### config.mk
export PLATFORM = sky130hd
export DESIGN_NAME = mips_mem_arbiter_flat
export DESIGN_NICKNAME = d
export VERILOG_FILES = /design/src/rtl/mips_mem_pkg.sv /design/src/rtl/mips_mem_arbiter_if.sv /design/src/rtl/mips_mem_arb_pick.sv /design/src/rtl/mips_mem_arbiter.sv /design/src/flat_wrapper.sv
export SDC_FILE = /design/constraint.sdc
export NUM_CORES = 1
export LEC_CHECK = 0
export ABC_AREA = 0
export CAP_MARGIN = 20
export CORE_MARGIN = 5
export CORE_UTILIZATION = 37
export DETAILED_ROUTE_END_ITERATION = 7
export PLACE_DENSITY = 0.95
export SYNTH_ARGS = -nofsm -noshare
export SYNTH_HDL_FRONTEND = slang
export SYNTH_HIERARCHICAL = 1
export SYNTH_SLANG_ARGS = --single-unit
export TNS_END_PERCENT = 100
### constraint.sdc
create_clock -name clk -period 6.4 [get_ports clk]
set_input_delay 1.28 -clock clk [delete_from_list [all_inputs] [get_ports clk]]
set_output_delay 1.28 -clock clk [all_outputs]
set_load 0.02 [all_outputs]
### src/rtl/mips_mem_pkg.sv
// Shared types and constants for the MIPS unified-memory arbiter.
//   state_e : arbiter FSM states
//   owner_e : which port owns the outstanding read
//   MEM_LAT_MAX / CNT_W : largest supported read latency and latency counter width
package mips_mem_pkg;

  localparam int MEM_LAT_MAX = 7;
  localparam int CNT_W       = $clog2(MEM_LAT_MAX + 1);

  typedef enum logic {IDLE, RD_WAIT} state_e;
  typedef enum logic {OWN_IF, OWN_DM} owner_e;

endpackage

### src/rtl/mips_mem_arbiter_if.sv
// Bus bundle between the fetch port, the load/store port, the arbiter and the
// memory macro.
//   slave  : arbiter view (takes requests and mem_rdata, drives grants/data/strobes)
//   master : environment view (fetch/load-store requesters plus memory macro)
interface mips_mem_arbiter_if #(
  parameter int ADDR_W = 32,
  parameter int DATA_W = 32
);
  logic              if_req;
  logic [ADDR_W-1:0] if_addr;
  logic              if_gnt;
  logic              if_rvalid;
  logic [DATA_W-1:0] if_rdata;

  logic              dm_req;
  logic              dm_we;
  logic [ADDR_W-1:0] dm_addr;
  logic [DATA_W-1:0] dm_wdata;
  logic              dm_gnt;
  logic              dm_rvalid;
  logic [DATA_W-1:0] dm_rdata;

  logic              mem_en;
  logic              mem_we;
  logic [ADDR_W-1:0] mem_addr;
  logic [DATA_W-1:0] mem_wdata;
  logic [DATA_W-1:0] mem_rdata;

  modport slave (
    input  if_req, if_addr, dm_req, dm_we, dm_addr, dm_wdata, mem_rdata,
    output if_gnt, if_rvalid, if_rdata, dm_gnt, dm_rvalid, dm_rdata,
           mem_en, mem_we, mem_addr, mem_wdata
  );

  modport master (
    output if_req, if_addr, dm_req, dm_we, dm_addr, dm_wdata, mem_rdata,
    input  if_gnt, if_rvalid, if_rdata, dm_gnt, dm_rvalid, dm_rdata,
           mem_en, mem_we, mem_addr, mem_wdata
  );
endinterface

### src/rtl/mips_mem_arb_pick.sv
// Combinational winner selection between fetch (IF) and load/store (DM).
//   if_req_i, dm_req_i : qualified requests (already gated to grantable cycles)
//   rr_ptr_i           : 0 favours DM on contention, 1 favours IF
//   win_if_o, win_dm_o : one-hot (or zero) winner
module mips_mem_arb_pick (
  input  logic if_req_i,
  input  logic dm_req_i,
  input  logic rr_ptr_i,
  output logic win_if_o,
  output logic win_dm_o
);

  assign win_dm_o = dm_req_i & (~if_req_i | ~rr_ptr_i);
  assign win_if_o = if_req_i & (~dm_req_i |  rr_ptr_i);

endmodule

### src/rtl/mips_mem_arbiter.sv
// Arbiter for the single-port unified I/D memory of the MIPS core. One access
// outstanding at a time; reads wait MEM_LAT cycles for data, stores complete
// in the grant cycle.
//   clk, rst : rising-edge clock, synchronous active-high reset
//   bus      : mips_mem_arbiter_if.slave (IF port, DM port, memory macro)
// Parameters: ADDR_W, DATA_W, MEM_LAT (1..7).
// Build option: MIPS_MEM_ARB_RR_EN selects round-robin on contention;
// without it DM always beats IF.
module mips_mem_arbiter
  import mips_mem_pkg::*;
#(
  parameter int ADDR_W  = 32,
  parameter int DATA_W  = 32,
  parameter int MEM_LAT = 2
) (
  input logic               clk,
  input logic               rst,
  mips_mem_arbiter_if.slave bus
);

  state_e            state_q;
  owner_e            own_q;
  logic [CNT_W-1:0]  cnt_q;
  logic [DATA_W-1:0] if_rdata_q, dm_rdata_q;

  logic idle, win_if, win_dm, rd_start, rd_done, rr_ptr;

  // Grants are only possible in IDLE and never while reset is held.
  assign idle = (state_q == IDLE) && !rst;

  mips_mem_arb_pick u_pick (
    .if_req_i (bus.if_req & idle),
    .dm_req_i (bus.dm_req & idle),
    .rr_ptr_i (rr_ptr),
    .win_if_o (win_if),
    .win_dm_o (win_dm)
  );

`ifdef MIPS_MEM_ARB_RR_EN
  logic rr_q;
  // After a contested grant favour the port that just lost.
  always_ff @(posedge clk) begin
    if (rst)                                   rr_q <= 1'b0;
    else if (idle && bus.if_req && bus.dm_req) rr_q <= win_dm;
  end
  assign rr_ptr = rr_q;
`else
  assign rr_ptr = 1'b0;
`endif

  assign rd_start = win_if | (win_dm & ~bus.dm_we);
  // Counter was loaded with MEM_LAT at grant; the cycle it steps 1->0 is the
  // data cycle, i.e. exactly MEM_LAT cycles after the grant.
  assign rd_done  = (state_q == RD_WAIT) && (cnt_q == CNT_W'(1)) && !rst;

  assign bus.if_gnt    = win_if;
  assign bus.dm_gnt    = win_dm;
  assign bus.mem_en    = win_if | win_dm;
  assign bus.mem_we    = win_dm & bus.dm_we;
  assign bus.mem_addr  = win_dm ? bus.dm_addr : (win_if ? bus.if_addr : '0);
  assign bus.mem_wdata = win_dm ? bus.dm_wdata : '0;

  assign bus.if_rvalid = rd_done && (own_q == OWN_IF);
  assign bus.dm_rvalid = rd_done && (own_q == OWN_DM);
  // Pass memory data straight through on the valid cycle, otherwise hold.
  assign bus.if_rdata  = bus.if_rvalid ? bus.mem_rdata : if_rdata_q;
  assign bus.dm_rdata  = bus.dm_rvalid ? bus.mem_rdata : dm_rdata_q;

  always_ff @(posedge clk) begin
    if (rst) begin
      state_q    <= IDLE;
      own_q      <= OWN_IF;
      cnt_q      <= '0;
      if_rdata_q <= '0;
      dm_rdata_q <= '0;
    end else begin
      case (state_q)
        IDLE: begin
          if (rd_start) begin
            cnt_q   <= CNT_W'(MEM_LAT);
            own_q   <= win_if ? OWN_IF : OWN_DM;
            state_q <= RD_WAIT;
          end
        end
        RD_WAIT: begin
          cnt_q <= cnt_q - CNT_W'(1);
          if (cnt_q == CNT_W'(1)) begin
            state_q <= IDLE;
            if (own_q == OWN_IF) if_rdata_q <= bus.mem_rdata;
            else                 dm_rdata_q <= bus.mem_rdata;
          end
        end
        default: state_q <= IDLE;
      endcase
    end
  end

endmodule

### src/flat_wrapper.sv
// flat-port wrapper written by rule: the top's interface ports become plain ports
module mips_mem_arbiter_flat import mips_mem_pkg::*;
#(
  parameter int ADDR_W  = 32,
  parameter int DATA_W  = 32,
  parameter int MEM_LAT = 2
)
  (clk, rst, bus_if_req, bus_if_addr, bus_dm_req, bus_dm_we, bus_dm_addr, bus_dm_wdata, bus_mem_rdata, bus_if_gnt, bus_if_rvalid, bus_if_rdata, bus_dm_gnt, bus_dm_rvalid, bus_dm_rdata, bus_mem_en, bus_mem_we, bus_mem_addr, bus_mem_wdata);
  mips_mem_arbiter_if #(.ADDR_W(ADDR_W), .DATA_W(DATA_W)) bus_i ();
  input logic clk;
  input logic rst;
  input wire logic [$bits(bus_i.if_req)-1:0] bus_if_req;
  input wire logic [$bits(bus_i.if_addr)-1:0] bus_if_addr;
  input wire logic [$bits(bus_i.dm_req)-1:0] bus_dm_req;
  input wire logic [$bits(bus_i.dm_we)-1:0] bus_dm_we;
  input wire logic [$bits(bus_i.dm_addr)-1:0] bus_dm_addr;
  input wire logic [$bits(bus_i.dm_wdata)-1:0] bus_dm_wdata;
  input wire logic [$bits(bus_i.mem_rdata)-1:0] bus_mem_rdata;
  output wire logic [$bits(bus_i.if_gnt)-1:0] bus_if_gnt;
  output wire logic [$bits(bus_i.if_rvalid)-1:0] bus_if_rvalid;
  output wire logic [$bits(bus_i.if_rdata)-1:0] bus_if_rdata;
  output wire logic [$bits(bus_i.dm_gnt)-1:0] bus_dm_gnt;
  output wire logic [$bits(bus_i.dm_rvalid)-1:0] bus_dm_rvalid;
  output wire logic [$bits(bus_i.dm_rdata)-1:0] bus_dm_rdata;
  output wire logic [$bits(bus_i.mem_en)-1:0] bus_mem_en;
  output wire logic [$bits(bus_i.mem_we)-1:0] bus_mem_we;
  output wire logic [$bits(bus_i.mem_addr)-1:0] bus_mem_addr;
  output wire logic [$bits(bus_i.mem_wdata)-1:0] bus_mem_wdata;
  assign bus_i.if_req = bus_if_req;
  assign bus_i.if_addr = bus_if_addr;
  assign bus_i.dm_req = bus_dm_req;
  assign bus_i.dm_we = bus_dm_we;
  assign bus_i.dm_addr = bus_dm_addr;
  assign bus_i.dm_wdata = bus_dm_wdata;
  assign bus_i.mem_rdata = bus_mem_rdata;
  assign bus_if_gnt = bus_i.if_gnt;
  assign bus_if_rvalid = bus_i.if_rvalid;
  assign bus_if_rdata = bus_i.if_rdata;
  assign bus_dm_gnt = bus_i.dm_gnt;
  assign bus_dm_rvalid = bus_i.dm_rvalid;
  assign bus_dm_rdata = bus_i.dm_rdata;
  assign bus_mem_en = bus_i.mem_en;
  assign bus_mem_we = bus_i.mem_we;
  assign bus_mem_addr = bus_i.mem_addr;
  assign bus_mem_wdata = bus_i.mem_wdata;
  mips_mem_arbiter #(.ADDR_W(ADDR_W), .DATA_W(DATA_W), .MEM_LAT(MEM_LAT)) u_core (.clk(clk), .rst(rst), .bus(bus_i));
endmodule
* Yosys cells after proc, flatten, opt, wreduce, memory -nomap -nowiden *
Cells that the tools add are included.

cells by class
  $add $sub $neg = 1
  equal/unequal tests = 2
  mux-type cells = 11
  bitwise logic cells = 11
  reduce and logical (&&, ||, !) cells = 9

operator list
  cell                                                                   count
  32-bit two-way mux                                                     5
  3-bit case mux with 2 select lines                                     1
  3-bit AND reduction                                                    2
  1-bit AND                                                              5
  1-bit logical AND                                                      5
  1-bit NOT                                                              4
  3-bit by 1-bit equality test with 1-bit output, second input constant  1
  1-bit two-way mux                                                      3
  3-bit two-way mux                                                      1
  3-bit by 1-bit subtractor with 3-bit output, second input constant     1
  2-bit by 1-bit != test with 1-bit output, second input constant        1
  1-bit OR                                                               2
  1-bit case mux with 2 select lines                                     1
  2-bit AND reduction                                                    1
  1-bit logical NOT                                                      1

storage, ports and cells
  register bits after elaboration = 69
  bits of input ports = 133
  output and inout bits = 134
  word-level logic and storage cells = 39

* Longest topological paths before layout *
  word-level depth = 8
  gate-level depth with buffers = 7
  mapped depth without buffers = 5

* By module *
Netlist, hierarchy kept.

by module, submodules not included
  module             instances  cells an instance  area an instance (um^2)  sequential area each (um^2)
  mips_mem_arbiter   1          324                3523.4                   1381.3
  mips_mem_arb_pick  1          3                  18.8                     0.0

* Worst setup path before layout *
No wires, ideal clock.

  path kind = input -> output
  start = input rst
  end = output bus_mem_addr[10]
  data arrival time = 3.113 ns
  required time = 5.120 ns
  slack = 2.007 ns
  cell stages on the path = 7
  path buffers = 3
  path through = buf_2 -> nor3b_1 -> a21boi_1 -> nor2b_1 -> clkbuf_1 -> clkbuf_1 -> a22o_1

between the ends
  word-level cells in the longest chain between the ends = 7

RTL lines
  item                               RTL line                 RTL
  from (decl)                        flat_wrapper.sv:11       input logic rst;
  1-bit logical NOT *                mips_mem_arbiter.sv:29   assign idle = (state_q == IDLE) && !rst;
  1-bit logical AND *                mips_mem_arbiter.sv:29
  1-bit AND                          mips_mem_arbiter.sv:33   .dm_req_i (bus.dm_req & idle),
  1-bit NOT                          mips_mem_arb_pick.sv:14  assign win_if_o = if_req_i & (~dm_req_i | rr_ptr_i);
  1-bit AND *                        mips_mem_arb_pick.sv:14
  net bus_if_gnt                     flat_wrapper.sv:19       output wire logic [$bits(bus_i.if_gnt)-1:0] bus_if_gnt;
  32-bit two-way mux * (2 in a row)  mips_mem_arbiter.sv:60   assign bus.mem_addr = win_dm ? bus.dm_addr : (win_if ? bus.if_addr : '0);
  to (decl)                          flat_wrapper.sv:27       output wire logic [$bits(bus_i.mem_addr)-1:0] bus_mem_addr;

The timed path passes the listed nets; every way through them passes the cells marked *.

* Worst setup path in the final report *
  start = input rst
  end = output bus_mem_addr[13]

between the ends
  word-level cells in the longest chain between the ends = 7

RTL lines
  item                  RTL line
  1-bit logical NOT *   mips_mem_arbiter.sv:29
  1-bit logical AND *   mips_mem_arbiter.sv:29
  1-bit AND             mips_mem_arbiter.sv:33
  1-bit NOT             mips_mem_arb_pick.sv:14
  1-bit AND             mips_mem_arb_pick.sv:14
  32-bit two-way mux    mips_mem_arbiter.sv:60
  32-bit two-way mux *  mips_mem_arbiter.sv:60

Mark *: on every way between the ends. The rest lies on a longest branch, timed or not.

==> metrics.yaml <==
logic_synthesis:
  synth_edf_count: 0
  netlist_instances: 327
  netlist_area_mm2: 0.00354
  ys_async_sr_fraction: 0
  ys_ff_latch: 69
  ys_types: 29
  yosys_warnings: 6
  yosysMostFrequentCell: "a22o_1"
  synthTopCellsByCount: "96 x a22o_1, 69 x dfxtp_1, 64 x mux2_2, 33 x and2_1, 14 x clkbuf_1"
  avgSynthCellArea_um2: 10.8
  synth_flop_cell: "dfxtp_1"
  yosysTopAreaCell: "dfxtp_1"
  synth.top_cells.by_area: "dfxtp_1 39%, a22o_1 24%, mux2_2 20%"
  synth_top_area_share: 0.390
  seq_area_frac_synth: 0.390
pwr:
  ir_drop_v: 0.000113
  clkPwrFrac: 0.372
  p_seq_frac: 0.388
  power.internal_uw: 848
  powerDensity_mw_per_mm2: 174
  p_switching_uw: 289
  power_leakage_uw: 0.00256
  p_sw_frac: 0.254
  finalPower_uw: 1140
  combPwrFrac: 0.240
clocking:
  path_clk_slew_ns: 0.07
  clock-sinks: 69
  cts_setup_buffers: 0
  cts_tree: "done"
  numCtsBuffers: 9
  clk_latency_ns: 0.34
  hold_buffers: 0
  cts_resized: 0
  clockBufferDepth: 2
  root_buffer: "clkbuf_8"
  htreeDepth: 3
die:
  die_area_mm2: 0.0116
  ios: 267
  row_count: 35
  fp.dieW_um: 108
  core_mm2: 0.00928
  initial_core_util: 0.382
  dieHeight_um: 108
setup_path:
  r2r_end: "u_core/state_q"
  required_ns: 5.12
  crit_path_end: "bus_mem_addr[13]"
  reg2reg_setup_slack_ns: 4.37
  critPathMaxFanout: 19
  end_kind: "output port"
  rr_startpoint: "u_core/state_q"
  worstPathArrival_ns: 4.61
  rr_worst_depth: 6
  worstSetupStartpoint: "rst"
  crit_type: "in -> out"
  start_kind: "input port"
route:
  ant_nets: 0
  wl_per_cell_um: 20.5
  via_count: 3663
  drt_iter0_markers: 202
  routed_wl_um: 14600
  avgViaCountPerCell: 5.14
  drc: 0
  drtPass1Iterations: 4
timing:
  grt_setup_unrepaired: "no"
  maxSlewHeadroom: 0.457
  finalCritPeriodShare: 0.920
  tns_ns: 0
  worst_pin_slew_ns: 0.814
  period_needed_ns: 5.89
  drv_slew: 0
  hold_viol_final: 0
  finalSetupViolations: 0
  fin_worst_skew_ns: 0.00733
  max_freq_ghz: 0.170
placement:
  place_congestion: 0.991
  io_buffers: 266
  dp_cells: 696
  dp_hpwl_um: 11500
cells_and_area:
  diodes: 0
  fin_nets: 713
  syn2layout_area_growth_pct: 84.2
  finalNonFillerCells: 712
  utilization: 0.703
  drive_gt1_frac: 0.160
global_routing:
  grt_pass1_wl_um: 21700
  grt_usage: 0.243
  grt_pass1_vias: 3887
  grt_remaining_overflow: 0
  grt_max_degree: 66
  antenna_found_initial: 0
min_path:
  holdCritPathClass: "reg -> reg"
job:
  drv_cap: 0
outcome:
  status: "complete, no violations"
## critical path: stages
cell	delay [ns]
clkdlybuf4s50_1	0.68
nor3b_1	0.51
a21boi_1	0.42
nor2b_2	0.57
buf_4	0.34
a22o_1	0.17
clkdlybuf4s50_1	0.63
## per-stage QoR
stage	setup WS [ns]	hold WS, ns	cell area [µm²]
finish	0.515	0.475	6530
floorplan	2.01	0.438	3550
CTS	0.588	0.477	6530
detailed placement	0.585	0.454	6290
global placement	0.815	0.452	6290
global route	0.329	0.493	6530
## metal layers
layer / vias to the layer above / wire length, µm / global-route usage
met2: 172 / 7430 / 0.424
met5: - / 0 / 0
met3: 38 / 1190 / 0.0900
met4: 0 / 516 / 0.0974
li1: 1742 / - / -
met1: 1711 / 5470 / 0.266
## cell families (layout without fill, tap and decap cells)
kind of cell / after synthesis / in the layout / synth area share
AOI/OAI and AO/OA: 108 / 108 / 0.262
buffers and inverters: 38 / 293 / 0.0512
and+or+nand+nor: 45 / 45 / 0.0855
adders and majority gates: 2 / 2 / 0.00706
muxes: 64 / 64 / 0.203
DFF: 69 / 69 / 0.390
other: 1 / 2 / 0.00106
## placed cells by master, fill, tap and decap left out, types with 3 or more instances in the layout
cell and instances:
dfxtp_1 69, clkbuf_8 9, a22o_1 96, bufinv_16 3
and2_1 33, inv_1 5, clkdlybuf4s50_1 266, mux2_2 64
buf_4 6, a21oi_1 3
## how the worst min path moves through the flow
stage / startpoint / to / slack (ns) / cells past startpoint
floorplan: u_core/dm_rdata_q[24] / u_core/dm_rdata_q[24] / 0.44 / 1
global placement: u_core/if_rdata_q[13] / u_core/if_rdata_q[13] / 0.45 / 1
detailed placement: u_core/if_rdata_q[16] / u_core/if_rdata_q[16] / 0.45 / 1
CTS: u_core/if_rdata_q[9] / u_core/if_rdata_q[9] / 0.48 / 1
global route: u_core/dm_rdata_q[16] / u_core/dm_rdata_q[16] / 0.49 / 1
finish: u_core/dm_rdata_q[9] / u_core/dm_rdata_q[9] / 0.48 / 1
## state kept, by name, indices dropped and copies added, names as in the netlist
register	flops
u_core/state_q	1
u_core/dm_rdata_q	32
u_core/own_q	1
u_core/cnt_q	3
u_core/if_rdata_q	32
## power groups by stage
stage          clock network (µW)  logic [µW]  registers [µW]
4_1_cts                       432         274             441
3_5_place_dp                    0         273             451
5_1_grt                       453         286             441
2_1_floorplan                   0         105             448
6_report                      423         273             441
3_3_place_gp                    0         267             450
## final cells by class
cell class              instances  area (µm²)
clock buffers                  10         128
clock inverters                 6         111
fillers                       678        2760
inverters                       5        18.8
multi-input cells             221        2020
flip-flops and latches         69        1380
well taps                     129         161
repair buffers                272        2710
No activity file was read; power rests on OpenSTA's default activity.
